<file path="src/rtl/seven_segment_scan_ctrl.sv">
// Scan controller for an N-digit seven-segment display sharing one combinational ROM; FETCH/SHOW/BLANK per digit.
// Latency: ROM pattern visible the cycle after FETCH; new values are committed at frame wrap or while idle.
// Backpressure: wr_ready drops while a value is pending. Optional macro LEADING_ZERO_BLANK_EN suppresses leading-zero digits.
module seven_segment_scan_ctrl #(
  parameter int          NUM_DIGITS   = 4,
  parameter int          SCAN_DIV     = 1000,
  parameter int          BLANK_CYCLES = 8,
  parameter logic [7:0]  SEG_IDLE     = 8'h00
) (
  input  logic                    clk,
  input  logic                    rst_n,
  input  logic                    enable,
  input  logic                    wr_valid,
  input  logic [4*NUM_DIGITS-1:0] wr_data,
  output logic                    wr_ready,
  output logic [3:0]              rom_addr,
  input  logic [7:0]              rom_data,
  output logic [7:0]              seg_out,
  output logic [NUM_DIGITS-1:0]   digit_en,
  output logic                    frame_done
);

  localparam int CNT_MAX = (SCAN_DIV > BLANK_CYCLES) ? SCAN_DIV : BLANK_CYCLES;
  localparam int CW      = $clog2(CNT_MAX + 1);
  localparam int IW      = $clog2(NUM_DIGITS);
  localparam int DW      = 4 * NUM_DIGITS;

  localparam logic [CW-1:0] SHOW_LAST  = CW'(SCAN_DIV - 1);
  localparam logic [CW-1:0] BLANK_LAST = CW'(BLANK_CYCLES - 1);
  localparam logic [IW-1:0] IDX_LAST   = IW'(NUM_DIGITS - 1);

  typedef enum logic [1:0] {IDLE, FETCH, SHOW, BLANK} state_t;

  state_t                state_q, state_d;
  logic [IW-1:0]         idx_q, idx_d;
  logic [CW-1:0]         cnt_q, cnt_d;
  logic [7:0]            seg_q, seg_d;
  logic [NUM_DIGITS-1:0] den_q, den_d;
  logic [DW-1:0]         active_q, pend_q;
  logic                  pend_full_q;
  logic                  wrap;
  logic                  suppress;
  logic                  commit;
  logic                  accept;

  assign rom_addr = active_q[{idx_q, 2'b00} +: 4];

`ifdef LEADING_ZERO_BLANK_EN
  // A digit is blanked when it and every more-significant nibble are zero.
  logic [DW-1:0] upper;
  assign upper    = active_q >> {idx_q, 2'b00};
  assign suppress = (idx_q != '0) && (upper == '0);
`else
  assign suppress = 1'b0;
`endif

  always_comb begin
    state_d = state_q;
    idx_d   = idx_q;
    cnt_d   = cnt_q;
    seg_d   = seg_q;
    den_d   = den_q;
    wrap    = 1'b0;
    if (!enable || state_q == IDLE) begin
      state_d = enable ? FETCH : IDLE;
      idx_d   = '0;
      seg_d   = SEG_IDLE;
      den_d   = '0;
    end else begin
      case (state_q)
        FETCH: begin
          seg_d   = suppress ? SEG_IDLE : rom_data;
          den_d   = suppress ? '0 : (NUM_DIGITS'(1) << idx_q);
          cnt_d   = SHOW_LAST;
          state_d = SHOW;
        end
        SHOW: begin
          if (cnt_q == '0) begin
            seg_d   = SEG_IDLE;
            den_d   = '0;
            cnt_d   = BLANK_LAST;
            state_d = BLANK;
          end else begin
            cnt_d = cnt_q - CW'(1);
          end
        end
        BLANK: begin
          if (cnt_q == '0) begin
            state_d = FETCH;
            if (idx_q == IDX_LAST) begin
              idx_d = '0;
              wrap  = 1'b1;
            end else begin
              idx_d = idx_q + IW'(1);
            end
          end else begin
            cnt_d = cnt_q - CW'(1);
          end
        end
        default: state_d = IDLE;
      endcase
    end
  end

  // Pending value only moves to the active register between frames so a frame is never torn.
  assign commit = pend_full_q && (wrap || state_q == IDLE);
  assign accept = wr_valid && !pend_full_q;

  always_ff @(posedge clk or negedge rst_n) begin
    if (!rst_n) begin
      state_q     <= IDLE;
      idx_q       <= '0;
      cnt_q       <= '0;
      seg_q       <= SEG_IDLE;
      den_q       <= '0;
      active_q    <= '0;
      pend_q      <= '0;
      pend_full_q <= 1'b0;
    end else begin
      state_q <= state_d;
      idx_q   <= idx_d;
      cnt_q   <= cnt_d;
      seg_q   <= seg_d;
      den_q   <= den_d;
      if (commit) begin
        active_q    <= pend_q;
        pend_full_q <= 1'b0;
      end else if (accept) begin
        pend_q      <= wr_data;
        pend_full_q <= 1'b1;
      end
    end
  end

  assign wr_ready   = !pend_full_q;
  assign seg_out    = seg_q;
  assign digit_en   = den_q;
  assign frame_done = wrap;

endmodule

</file>
<file path="config.mk">
export PLATFORM = sky130hd
export DESIGN_NAME = seven_segment_scan_ctrl
export DESIGN_NICKNAME = d
export VERILOG_FILES = /design/src/rtl/seven_segment_scan_ctrl.sv
export SDC_FILE = /design/constraint.sdc
export NUM_CORES = 1
export LEC_CHECK = 0
export CAP_MARGIN = 30
export CORE_MARGIN = 4
export CORE_UTILIZATION = 53
export CTS_BUF_LIST = sky130_fd_sc_hd__clkbuf_16
export DETAILED_ROUTE_END_ITERATION = 6
export GPL_TIMING_DRIVEN = 0
export PLACE_DENSITY_LB_ADDON = 0.08
export SLEW_MARGIN = 20
export SYNTH_ARGS = -nofsm -noshare
export SYNTH_HDL_FRONTEND = slang
export SYNTH_SLANG_ARGS = --single-unit
</file>
<file path="constraint.sdc">
create_clock -name clk -period 2.3 [get_ports clk]
set_input_delay 0.23 -clock clk [delete_from_list [all_inputs] [get_ports clk]]
set_output_delay 0.23 -clock clk [all_outputs]
set_load 0.01 [all_outputs]
</file>
==> Word-level counts from Yosys, hierarchy flattened <==
Index checks and enable logic that the tools add are counted.
{ "word_totals": {"regBits": 59, "rom_bits": 0, "word_cells": 63, "input_bits": 28, "output_inout_bits": 18, "latch_bits": 0, "mem_bits_rw": 0, "memories": 0} }
{ "classes": {"magnitude_cmp": 0, "div": 0, "muxes": 24, "multipliers": 0, "add_sub_neg": 2, "reduce_logical": 18, "shifts": 2, "n_eq_ne": 7, "bitwise_logic": 2} }
{ "ops": {"columns": ["op", "count"], "rows": [
  ["$pmux 10 s3", 1],
  ["$mux 10", 2],
  ["$mux 8", 2],
  ["$pmux 8 s2", 1],
  ["$shiftx 16x5->4", 1],
  ["$mux 2", 7],
  ["$logic_not 10->1", 1],
  ["$sub 10x1->10 const B", 1],
  ["$mux 4", 2],
  ["$pmux 4 s2", 1],
  ["$reduce_and 2->1", 4],
  ["$mux 1", 7],
  ["$eq 2x2->1 const B", 3],
  ["$ne 3x3->1 const B", 2],
  ["$pmux 2 s3", 1],
  ["$reduce_bool 2->1", 3],
  ["$reduce_bool 3->1", 2],
  ["$shl 1x2->4 const A", 1],
  ["$reduce_and 3->1", 1],
  ["$add 2x1->2 const B", 1],
  ["$eq 2x1->1 const B", 1],
  ["$logic_and 1x1->1", 2],
  ["$logic_not 1->1", 2],
  ["$logic_not 2->1", 1],
  ["other kinds (3)", 5]
]} }

==> Logic depth before layout (Yosys ltp) <==
{ "logic_depth": {"depth_word": 9, "mapped_depth": 7, "ltp_nobuf": 6} }

==> Worst setup path after synthesis <==
OpenSTA, ideal clock, no wires.
{ "synth_path": {"kind": "flip-flop to flip-flop", "startpoint": "register cnt_q[5]", "endpoint": "register active_q[10]", "path_buffers": 1, "required_ns": 2.175, "synth_period_minus_slack_ns": 2.035, "stages_incl_launch_ff": 6, "slack_ns": 0.265, "arrival_ns": 1.910, "setup_ns": 0.125, "cell_sequence": "dfrtp_1 > or4_4 > nor4_4 > o21ai_2 > buf_6 > mux2_4"} }
{ "synth_via": {"elab_chain_len": 6} }
{ "synth_lines": {"columns": ["element", "line", "source"], "rows": [
  ["from (decl)", "36", "logic [CW-1:0] cnt_q, cnt_d;"],
  ["from (signal assigned)", "122", "cnt_q <= cnt_d;"],
  ["$logic_not 10->1", "88", "if (cnt_q == '0) begin"],
  ["$mux 1", "88", null],
  ["$mux 1", "70", "case (state_q)"],
  ["$mux 1", "64", "if (!enable || state_q == IDLE) begin"],
  ["$logic_or 1x1->1", "106", "assign commit = pend_full_q && (wrap || state_q == IDLE);"],
  ["$logic_and 1x1->1", "106", null],
  ["to (signal assigned)", "126", "active_q <= pend_q;"],
  ["to (decl)", "39", "logic [DW-1:0] active_q, pend_q;"]
]} }
Every way passes these cells.
A chain may end at the register's enable or synchronous reset.

==> Final worst setup path <==
{ "layout_path": {"startpoint": "register cnt_q[5]", "endpoint": "register active_q[12]"} }
Same word-level chain as after synthesis.

==> flow_summary.toml <==
[grt]
grt_start_max_net_pins = 57
grt_usage_pct = 20.91
grt-ovfl-total = 0
grt_first_pass_wirelength_um = 10210
number_of_antenna_violations_at_the_first_check_in_global_routing = 0
first_global_vias = 2073

[pwr]
p_switching_mw = 1.146
power_frac_comb_pct = 30.3
p_leak_nw = 1.589
powerDensity_nw_per_um2 = 1107
internal-power_mw = 2.959
power.clock.fraction_pct = 30.9
seq_power_share_pct = 38.8
vdd_drop_max_v = 0.0006541
power.share.switching_pct = 27.92

[synthesis]
synth_sequential_area_ratio_pct = 52.77
synthDistinctLibCells = 42
syn_inst = 220
yosysTopAreaCell = "dfrtp_1"
yosys.area.top_type_share_pct = 52.77
ys_top_cells_by_area = "dfrtp_1, mux2_2, mux2_4"
synthesis.nets = 258
number_of_warnings_printed_during_yosys_synthesis = 0
synthesis.area_um2 = 2798
ys_ff_latch = 59
post_synth.cell_area_avg_um2 = 12.72

[floorplan]
boundaryPins = 46
core-area_um2 = 5107
core.rowCount = 26
die_width_um = 80.66
initial_standard_cell_utilization_of_the_core_pct = 54.78
chipHeight_um = 80.66
design.die.area_um2 = 6505

[clock_network]
sink_count = 59
count_of_h_tree_levels_built_during_cts = 3
ctsLongestPathBuffers = 2
clock_latency_reported_for_the_late_side_of_the_worst_skew_pair_ns = 0.32
cts-buffers-inserted = 9
tritoncts = "yes"
worst_setup_hold_path_clk_slew_ns = 0.05
post_cts.repair.setup_buffers = 0
clk_root_buffer_cell = "clkbuf_16"

[worst_setup_path]
cp_slowest_stage_delay_ns = 0.62
crit_path_max_fanout = 10
worst-path-buf-inv = 1
critical_path_s_slowest_cell = "or4_4"
timing.critical_path.arrival_ns = 2.42
timing.critical_path.to_type = "register"
worstPathRequired_ns = 2.50
crit_path_max_delay_family = "simple AND/OR/NAND/NOR gates"
timing_worst_setup_path_type = "register to register"
critical_path.cell_chain = "or4_4, nor4_4, o21ai_4, buf_6, mux2_4"
setup.worst_path.start_class = "register"

[route]
drt-initial-drc-count = 96
remaining_drc_errors = 0
met3_length_um = 275
m1WireLength_um = 2695
drt.antenna.violating_nets = 0
drt_pre_antenna_iters = 4
vias_per_cell = 5.618
dr.max_layer_used = "met4"
dr_wl_met2_um = 2972
avgRoutedWirePerCell_um = 17.09
route.vias.total = 1983
postRouteWirelength_um = 6034

[worst_hold_path]
holdCritPathClass = "input pin to asynchronous set/reset pin"

[timing]
total_count_of_hold_check_failures_in_the_final_report = 0
clock-skew-final_ns = 0.003718
finalSetupViolCount = 0
fin_crit_sh_pct = 96.62
slew_viol_final = 0
rsz0062_at_grt = "no"
max_freq_mhz = 450.0
worst_slew_margin_pct = 61.45
layout_min_cycle_time_ns = 2.222
worstMarginPinSlew_ns = 0.5782

[placement]
detailed_place.area_um2 = 3361
dp_hpwl_um = 3964
place.port_buffers = 45
gp_routability_congestion = 0.8690

[finish]
final_cell_mix = "dfrtp_1, clkdlybuf4s50_1, mux2_2"
final-seq-area_um2 = 1476
nNetsFinal = 316
layout.cell_area.non_filler_um2 = 3709
fillCellCount = 373
finish.utilization_pct = 72.61
layout_commonest_cell = "dfrtp_1"
num_antenna_cells = 0
multi_input_comb_area_um2 = 1284
drive_above_1_share_pct = 28.62
areaGrowthSynthToFinish_pct = 32.56

[flow_run]
max_cap_violations = 0

[run_status]
status = "completed"
-- sequential cells by signal (all words and copies together) (netlist names) --
| name | flops |
|---|---|
| active_q | 16 |
| cnt_q | 10 |
| digit_en | 4 |
| idx_q | 2 |
| pend_full_q | 1 |
| pend_q | 16 |
| seg_out | 8 |
| state_q | 2 |
-- layer usage --
metal	vias to the layer above	global-route usage, %
met2	56	34.69
li1	928	-
met5	-	0
met4	0	7.095
met1	991	26.69
met3	8	5.157
-- logic make-up after synthesis --
kind of cell             count (synthesis)  share of synthesized area [%]
flip-flops                              59                          52.77
AND/OR/NAND/NOR                         55                          11.14
AO/OA/AOI/OAI                           40                          10.73
multiplexers                            37                          17.80
buffers and inverters                   19                          3.086
adder cells (fa/ha/maj)                 10                          4.472
-- power groups by stage --
| stage | clock network (mW) | logic (mW) | registers (mW) |
|---|---|---|---|
| 4_1_cts | 1.30 | 1.24 | 1.59 |
| 2_1_floorplan | 0 | 0.879 | 1.53 |
| 3_3_place_gp | 0 | 1.18 | 1.58 |
| 6_report | 1.27 | 1.24 | 1.59 |
| 3_5_place_dp | 0 | 1.22 | 1.60 |
| 5_1_grt | 1.36 | 1.36 | 1.64 |
-- what timing repair did --
item,in CTS,in global routing
endpoints found under the hold margin,59,0
gates resized for setup,9,5
pin swaps,1,0
endpoints found under the setup margin,15,6
hold buffers,1,0
-- final cells by class --
class                           instances  share of cell area, %
Buffer                                  9                  1.451
Tap cell                               70                  2.362
Clock inverter                          7                  1.619
Sequential cell                        59                  39.81
Clock buffer                            9                  6.073
Multi-Input combinational cell        142                  34.62
Timing Repair Buffer                   47                  13.06
Inverter                               10                  1.012
-- Yosys cell counts, drive strengths merged --
library cell  count
mux4              4
buf               3
a21oi            12
a22o             12
or3               4
o31ai             2
nand4b            1
dfrtp            59
o211ai            1
o21bai            1
a31oi             2
a211o             1
mux2i             1
nor3              6
o311ai            1
or2b              1
nor2b             3
nor2              8
nor4              3
ha               10
a2111oi           1
mux2             32
inv              10
o32ai             1
nand2             9
nand3            12
or2               1
clkbuf            6
or4               2
o21ai             4
o22ai             1
nand2b            3
o41ai             1
nand4             2
-- final timing paths --
kind,from,to,slack (ns),cells past startpoint
worst max register to register,cnt_q[5]$_DFFE_PN0P_,active_q[12]$_DFFE_PN0P_,0.08,5
max in group asynchronous,rst_n,pend_q[10]$_DFFE_PN0P_,1.58,3
worst min-delay path,rst_n,digit_en[3]$_DFFE_PN0P_,0.27,2
worst min register to register,seg_out[2]$_DFFE_PN0P_,seg_out[2]$_DFFE_PN0P_,0.50,1
min in group clk,seg_out[2]$_DFFE_PN0P_,seg_out[2]$_DFFE_PN0P_,0.50,1
worst max-delay path,cnt_q[5]$_DFFE_PN0P_,active_q[12]$_DFFE_PN0P_,0.08,5
-- per-stage QoR --
step	total power [mW]	setup TNS [ns]	hold WS, ns	std cells	worst slack, ns
detailed placement	2.819	-0.02115	0.03958	336	-0.02115
CTS	4.128	0	0.2712	353	0.03958
floorplan	2.412	0	-0.06559	220	0.2653
global placement	2.761	-49.39	0.4799	335	-0.8397
global route	4.357	0	0.2711	353	0.009025
finish	4.105	0	0.2732	353	0.07784
(Power assumes the default switching activity.)
